**src/rtl/konwersja_pkg.sv**
```systemverilog
// Shared defaults and occupancy encoding for the conversion stage and its result buffer.
// Holds no logic; BITS must match the upstream conversion stage's word width.
package konwersja_pkg;

    localparam int BITS_DEF  = 32;
    localparam int CNT_W_DEF = 8;

    typedef enum logic [1:0] {
        EMPTY = 2'd0,
        ONE   = 2'd1,
        FULL  = 2'd2
    } occ_t;

endpackage

```
**src/rtl/licznik_bledow.sv**
```systemverilog
// Saturating event counter: +1 per cycle with i_inc, sticks at all-ones, sync active-high clear.
// Count visible one cycle after the increment edge; no backpressure.
module licznik_bledow
    import konwersja_pkg::*;
#(
    parameter int CNT_W = CNT_W_DEF
) (
    input  logic             i_clk,
    input  logic             i_rst,
    input  logic             i_inc,
    output logic [CNT_W-1:0] o_count
);

    logic [CNT_W-1:0] r_count;

    always_ff @(posedge i_clk) begin
        if (i_rst) begin
            r_count <= '0;
        end else if (i_inc && (r_count != '1)) begin
            r_count <= r_count + CNT_W'(1);
        end
    end

    assign o_count = r_count;

endmodule

```
**src/rtl/bufor_wyniku.sv**
```systemverilog
// 2-entry order-preserving skid buffer for converted words; 1-cycle latency EMPTY->head.
// o_ready depends only on registered occupancy (no path from i_ready); FULL ignores i_valid.
module bufor_wyniku
    import konwersja_pkg::*;
#(
    parameter int BITS  = BITS_DEF,
    parameter int CNT_W = CNT_W_DEF
) (
    input  logic             i_clk,
    input  logic             i_rst,
    input  logic             i_valid,
    input  logic [BITS-1:0]  i_result,
    input  logic             i_error,
    output logic             o_ready,
    output logic             o_valid,
    input  logic             i_ready,
    output logic [BITS-1:0]  o_result,
    output logic             o_error,
    output logic [CNT_W-1:0] o_err_count
);

    occ_t            r_state;
    occ_t            w_state_nxt;
    logic            r_wr_ptr;
    logic            r_rd_ptr;
    logic [BITS-1:0] r_mem_dat [2];
    logic            r_mem_err [2];
    logic            w_push;
    logic            w_pop;

    assign o_ready = (r_state != FULL);
    assign o_valid = (r_state != EMPTY);
    assign w_push  = i_valid && o_ready;
    assign w_pop   = o_valid && i_ready;

    always_comb begin
        w_state_nxt = r_state;
        case (r_state)
            EMPTY: if (w_push) w_state_nxt = ONE;
            ONE: begin
                if (w_push && !w_pop)      w_state_nxt = FULL;
                else if (w_pop && !w_push) w_state_nxt = EMPTY;
            end
            FULL:  if (w_pop) w_state_nxt = ONE;
            default: w_state_nxt = EMPTY;
        endcase
    end

    always_ff @(posedge i_clk) begin
        if (i_rst) begin
            r_state  <= EMPTY;
            r_wr_ptr <= 1'b0;
            r_rd_ptr <= 1'b0;
        end else begin
            r_state <= w_state_nxt;
            if (w_push) r_wr_ptr <= ~r_wr_ptr;
            if (w_pop)  r_rd_ptr <= ~r_rd_ptr;
        end
    end

    // Storage is never cleared; occupancy alone decides what is visible.
    always_ff @(posedge i_clk) begin
        if (w_push && !i_rst) begin
            r_mem_dat[r_wr_ptr] <= i_result;
            r_mem_err[r_wr_ptr] <= i_error;
        end
    end

    assign o_result = o_valid ? r_mem_dat[r_rd_ptr] : '0;
    assign o_error  = o_valid ? r_mem_err[r_rd_ptr] : 1'b0;

    licznik_bledow #(
        .CNT_W (CNT_W)
    ) u_licznik_bledow (
        .i_clk   (i_clk),
        .i_rst   (i_rst),
        .i_inc   (w_push && i_error && !i_rst),
        .o_count (o_err_count)
    );

endmodule

```
**config.mk**
```make
export PLATFORM = sky130hd
export DESIGN_NAME = bufor_wyniku
export DESIGN_NICKNAME = d
export VERILOG_FILES = /design/src/rtl/konwersja_pkg.sv /design/src/rtl/licznik_bledow.sv /design/src/rtl/bufor_wyniku.sv
export SDC_FILE = /design/constraint.sdc
export NUM_CORES = 1
export LEC_CHECK = 0
export CAP_MARGIN = 10
export CORE_UTILIZATION = 35
export CTS_CLUSTER_SIZE = 12
export DETAILED_ROUTE_END_ITERATION = 10
export DONT_BUFFER_PORTS = 1
export PLACE_DENSITY = 0.51
export SYNTH_ARGS = -nofsm -noshare
export SYNTH_HDL_FRONTEND = slang
export SYNTH_SLANG_ARGS = --single-unit
```
**constraint.sdc**
```tcl
create_clock -name i_clk -period 4.1 [get_ports i_clk]
set_clock_uncertainty 0.15 [all_clocks]
set_input_delay 0.615 -clock i_clk [delete_from_list [all_inputs] [get_ports i_clk]]
set_output_delay 0.615 -clock i_clk [all_outputs]
set_load 0.01 [all_outputs]
```
==> results of run 1 <==
## power by group through the flow
stage	Combinational (mW)	Clock [mW]	Sequential, mW
detailed placement	0.112	0	0.949
global placement	0.110	0	0.948
floorplan	0.103	0	0.932
global route	0.121	0.556	0.934
finish	0.109	0.504	0.930
CTS	0.112	0.521	0.931
## worst max-delay path: stages, from the launching register on
cell and delay [ns]:
dfxtp_2 1.04, mux2i_1 0.21, nor2_1 0.27
## metrics by stage
step	instance area, µm²	hold slack (ns)
final	3441	0.1724
after detailed placement	3268	0.3509
after CTS	3441	0.1490
after global routing	3441	0.1526
after global placement	3268	0.3618
after floorplan	3148	0.3225
## cell usage in the layout, fill, tap and decap left out, types with 2 or more instances in the layout
| cell type | count |
|---|---|
| clkinvlp_4 | 2 |
| mux2i_1 | 34 |
| ha_1 | 2 |
| xor2_1 | 2 |
| nand2_1 | 5 |
| clkinv_1 | 2 |
| o21ai_0 | 3 |
| nand3_1 | 3 |
| dfxtp_1 | 12 |
| edfxtp_1 | 66 |
| clkinv_4 | 3 |
| or3_1 | 2 |
| o311ai_0 | 2 |
| nor2_1 | 41 |
| a21oi_1 | 5 |
| inv_1 | 4 |
| clkbuf_8 | 9 |
## metal layers
layer | routed length (µm) | share of wire, %
met5 | 0 | 0
met4 | 116 | 2.0
met3 | 445 | 7.7
met2 | 2884 | 50
met1 | 2329 | 40
## kinds of logic after synthesis
kind of cell	share of synthesized area [%]
simple gates	11.29
flops	71.22
compound gates	3.458
mux	10.81
buf+inv	1.868
xor+xnor	0.5565
fa+ha+maj	0.7948
## layout make-up
cell class	count	share of cell area (%)
well taps	108	3.927
multi-input cells	121	24.95
inverters	5	0.6909
clock inverters	7	1.418
flip-flops and latches	79	65.20
clock buffers	9	3.600
repair buffers	1	0.2182
## worst paths after layout
path,from,end,depth (start not counted)
setup / recovery,register,o_result[31],2
hold / removal,i_rst,register,1
setup reg to reg,r_state[0],r_state[1],7
hold reg to reg,r_rd_ptr,register,2
## registers in the layout (all words and copies together), names as in the netlist, named ones only
name and count:
r_mem_dat 64, r_state 2, r_rd_ptr 1, r_wr_ptr 1
r_mem_err 2, u_licznik_bledow.o_count 8
==> results.md, run 1 <==
- CTS Sinks: 79
- Post-synth EDFFs: 66
- GR peak layer: met2
- Fin. Hold Viols: 0
- Routing usage on met3: 5.925%
- CTS root buffer: clkbuf_8
- Final Critical Period: 2.662 ns
- Static leakage: 1.091 nW
- Total power: 1.543 mW
- Crit path max fanout: 33
- Logic pwr share: approximately 7%
- Chip height: 96.84 µm
- Distinct cell type count after synthesis: 37
- Fill cells: ~830
- IO Count: 80
- Hold Buf Count CTS: 0
- Routed Antenna Nets: 0
- Yosys warnings: 0
- Number of global-route vias before repair: 1,766
- Flop2flop setup slack: approximately 1.7 ns
- Power Internal: between 1 and 1.5 mW
- Area of the mapped netlist: 0.003148 mm²
- WL/cell: around 18 µm
- Switching share of total power: 24.65%
- Sequential power share: 60.3%
- Mean area per synthesized cell: 14.78 µm²
- Arrival time at the worst endpoint: 1.90 ns
- Routed WL: 5776 µm
- Fraction of layout cells with a size suffix above 1: 12.61%
- Tcrit/Tclk final: 64.92%
- Total Neg Setup Slack: 0 ns
- Worst Tran Pin Value: 1.067 ns
- Fin. max-slew vios: 0
- DRC: 0
- Largest net degree at the start of global routing: 35
- Fmax: 375.7 MHz
- Hold Path Class: in -> reg
- Switching power total: 380.3 µW
- Post-cts gate resize count: 0
- Drt first pass iters: 4
- Critical Path Start Type: register
- Sequential share of the synthesized area: between 70% and 80%
- Core area: between 0.008 and 0.009 mm²
- Std cell rows: 34
- Worst-path clk slew: 0.08 ns
- Ranking of synthesized cells by area: edfxtp_1 63%, mux2i_1 11%, dfxtp_1 8.3%, nor2_1 4.9%, a21oi_1 0.79%
- # Post-CTS Setup Buffers: 0
- Initial antenna violation count: 0
- Worst VDD drop: ~0.12 mV
- Via count: 1,690
- Vias per cell: 5.121
- Met1 usage: 13.52%
- Grt total ovfl: 0
- Dominant cell type by area after synthesis: edfxtp_1
- Multi-input gate area in the final layout: 858.3 µm²
- DP Worst Slack: 1.670 ns
- Area Overhead vs Synth: 9.300%
- I/O Buffers: 0
- Power Dens Cells: about 450 mW/mm²
- Clk buf depth: 2
- Cells after Synth: between 200 and 250
- Synth Register Bits: 79
- Syn_nets: roughly 250
- Fin util: around 39%
- Inserted Clock Buffers: 9
- Die area: about 0.0094 mm²
- H-tree depth: 3
- Max cap viols: 0
- Grt met2 use: 22.05%
- Slew headroom: 28.84%
- Async SR Flop Fraction: 0%
- Synth top area share: 62.96%
- Crit end category: output pin
- Worst skew pair latency: 0.34 ns
- Clock share of power: about 33%
- Initial Util: 36.10%
- Register Area: roughly 0.0022 mm²
- First-pass GRT wire length: 9197 µm
- DP Wirelength: between 3000 and 4000 µm
- Synth Flop Type: edfxtp_1
- CTS tree: built
- Count leader, synth: edfxtp_1
- Fin worst setup slack: 1.438 ns
- Final #Nets: 256
- Status: finished, final reports clean
- Top cells by count, synth: 66 x edfxtp_1, 41 x nor2_1, 34 x mux2i_1
- Worst setup path category: reg -> out
- Die X-Extent: 96.84 µm
- Initial DRC Count: 64
- Placed cell count: 314
- RSZ-0062 raised after global routing: no
- Final setup viols: 0
- Post-route insts no fill: 330
- Routability cong.: 0.7045
- # diodes: 0
- GR Util All Layers: 13.05%
- Critical path required time: about 3.3 ns
Power figures use the tool's default switching activity.
==> inputs of run 2 (changes only) <==
Clock period 4.1 ns to 2.5 ns, I/O delays scaled along.
==> run 2 against run 1 <==
Effect of this change:
- sequential cell count stayed put
- non-clock buffer count up 37
- core utilization increased by 4.6 points
- hold slack worse by 0.13 ns
- routed wire length grew 5.9%
- design area is 12% higher
- first-iteration DRC count shrank 58%
- critical endpoint is now o_valid
==> results.md, run 2 (synthesis results as in run 1) <==
- Final #Nets: 293 (was 256)
- Vias per cell: 4.872 (was 5.121)
- Critical path required time: 1.98 ns (was 3.34 ns)
- Clk buf depth: 2 (unchanged)
- Flop2flop setup slack: 0.23 ns (was 1.72 ns)
- Worst skew pair latency: 0.34 ns (about the same)
- GR Util All Layers: 13.35% (was 13.05%)
- Static leakage: 1.270 nW (was 1.091 nW)
- DP Wirelength: 3763 µm (was 3465 µm)
- Initial antenna violation count: 0 (unchanged)
- CTS tree: built (unchanged)
- Slowest-stage cell, CP: nor2_4 (was dfxtp_2)
- Worst Tran Pin Value: 0.8328 ns (was 1.067 ns)
- Slew headroom: 44.35% (was 28.84%)
- Fin. max-slew vios: 0 (unchanged)
- CTS root buffer: clkbuf_8 (unchanged)
- First-pass GRT wire length: 9577 µm (was 9197 µm)
- Fin. Hold Viols: 0 (unchanged)
- Tcrit/Tclk final: between 90% and 100%
- # diodes: 0 (unchanged)
- Via count: 1,788 (was 1,690)
- DRC: 0 (unchanged)
- Fraction of layout cells with a size suffix above 1: 11.97% (was 12.61%)
- Delay-heaviest family, CP: simple AND/OR/NAND/NOR gates (was flip-flops)
- IO Count: 80 (unchanged)
- Status: finished, final reports clean (unchanged)
- Routed WL: 6118 µm (was 5776 µm)
- Final Critical Period: 2.276 ns
- Total power: 2.690 mW (was 1.543 mW)
- Worst Path Buf+Inv: 2 (was 0)
- Area Overhead vs Synth: 21.94% (was 9.300%)
- Std cell rows: 34 (unchanged)
- H-tree depth: 3 (unchanged)
- Die X-Extent: 96.84 µm (unchanged)
- Worst VDD drop: 0.3133 mV (was 0.1198 mV)
- Area post-placement: 0.003309 mm² (was 0.003268 mm²)
- Hold Path Class: in -> reg (unchanged)
- Crit end category: output pin (unchanged)
- Final setup viols: 0 (unchanged)
- I/O Buffers: 0 (unchanged)
- Crit-path cells: nor2_4 -> inv_1 -> buf_4 (was mux2i_1 -> nor2_1)
- Biggest register: r_mem_dat (unchanged)
- Crit path max fanout: 34 (was 33)
- Max cap viols: 0 (unchanged)
- Routability cong.: 0.6957 (was 0.7045)
- Routed Antenna Nets: 0 (unchanged)
- Core area: 0.008721 mm² (unchanged)
- Initial DRC Count: 27 (was 64)
- Worst-path clk slew: 0.08 ns (about the same)
- Largest net degree at the start of global routing: 35 (unchanged)
- Fill cells: 811 (was 825)
- CTS Sinks: 79 (unchanged)
- WL/cell: 16.67 µm (was 17.50 µm)
- Power Dens Cells: 700.9 mW/mm² (was 448.4 mW/mm²)
- Arrival time at the worst endpoint: 1.75 ns (was 1.90 ns)
- Die area: 0.009378 mm² (unchanged)
- # Post-CTS Setup Buffers: 0 (unchanged)
- Drt first pass iters: 4 (unchanged)
- Chip height: 96.84 µm (unchanged)
- CP max stage delay: 0.65 ns (was 1.04 ns)
- Finished layout cell area: 0.003839 mm² (was 0.003441 mm²)
- Worst setup path category: reg -> out (unchanged)
- Initial Util: 36.10% (unchanged)
- Number of global-route vias before repair: 1,848 (was 1,766)
- RSZ-0062 raised after global routing: no (unchanged)
- Most common cell after layout, fill and taps aside: edfxtp_1 (unchanged)
- Fmax: 439.3 MHz
- Critical Path Start Type: register (unchanged)
- Commonest cells after routing, fill and taps aside: 66 x edfxtp_1, 41 x nor2_1, 34 x mux2i_1, 34 x dlygate4sd3_1, 12 x dfxtp_1 (was 66 x edfxtp_1, 41 x nor2_1, 34 x mux2i_1, 12 x dfxtp_1, 9 x clkbuf_8)
- Total Neg Setup Slack: 0 ns (unchanged)
- Inserted Clock Buffers: 9 (unchanged)
- Max reg flops: 64 (unchanged)
- Grt total ovfl: 0 (unchanged)
==> run 2: cell types whose count changed in the layout (fill, tap and decap cells not counted), moves of 2 or more <==
cell           change
clkinv_2           +2
clkinvlp_4         -2
buf_4              +2
clkbuf_1           +2
clkinv_1           -2
dlygate4sd3_1     +34
==> run 2: what timing repair did <==
action / 4_1_cts / 5_1_grt
hold buffers: 34 / 0
resized for setup: 0 / 0
endpoints found under the hold margin: 75 / 0
endpoints found under the setup margin: 0 / 0
==> run 2: power by group <==
part	leakage, nW	switching [mW]	internal (mW)
clock	0.0977	0.460	0.465
sequential	0.712	0.0251	1.48
combinational	0.460	0.152	0.106
total	1.27	0.637	2.05
==> run 2: area by class of cell <==
cell class / count / area (µm²) / area share, %
sequential: 79 / 2243 / 58.44
multi-input combinational: 121 / 864.6 / 22.52
timing repair buffer: 38 / 382.9 / 9.974
tap: 108 / 135.1 / 3.520
clock buffer: 11 / 131.4 / 3.422
clock inverter: 5 / 57.56 / 1.499
inverter: 5 / 23.77 / 0.6193
==> run 2: worst register-to-register path: cells and delay by family, from the launching register on <==
| kind | cells | cell delay (ns) |
|---|---|---|
| AO/OA/AOI/OAI | 1 | 0.21 |
| AND/OR/NAND/NOR | 4 | 1.02 |
| flip-flops | 1 | 0.39 |
| buffers and inverters | 1 | 0.18 |
| adder cells (fa/ha/maj) | 1 | 0.25 |
==> run 2: path summary, 6_finish.rpt <==
path,from,endpoint,cells after the start
setup / recovery,r_state[0],o_valid,3
hold / removal,i_ready,r_state[0],2
setup reg to reg,r_state[0],r_state[1],7
hold reg to reg,r_rd_ptr,register,2
==> run 2: metrics by stage <==
| stage | hold WS, ns | worst slack (ns) | util [%] | cells |
|---|---|---|---|---|
| after CTS | 0.03141 | 0.1803 | 44.02 | 367 |
| after detailed placement | 0.2950 | 0.2341 | 37.95 | 317 |
| after floorplan | 0.3225 | 0.3243 | - | 213 |
| after global routing | 0.04631 | 0.01988 | 44.02 | 367 |
| final | 0.03908 | 0.2239 | 44.02 | 367 |
| after global placement | 0.2939 | 0.3289 | 37.95 | 317 |
==> run 2: per-layer routing <==
| layer | GRT usage [%] | wire length (µm) | vias up |
|---|---|---|---|
| met1 | 16.67 | 2763 | 848 |
| li1 | - | - | 876 |
| met3 | 3.468 | 281 | 10 |
| met2 | 21.67 | 2972 | 54 |
| met5 | 0 | 0 | - |
| met4 | 6.200 | 101 | 0 |
==> inputs of run 3 (changes only) <==
Settings changed: CTS_CLUSTER_SIZE 12 to 8.
==> results of run 3 <==
Same layout as run 2: the final DEF is identical, and so are final timing and power.
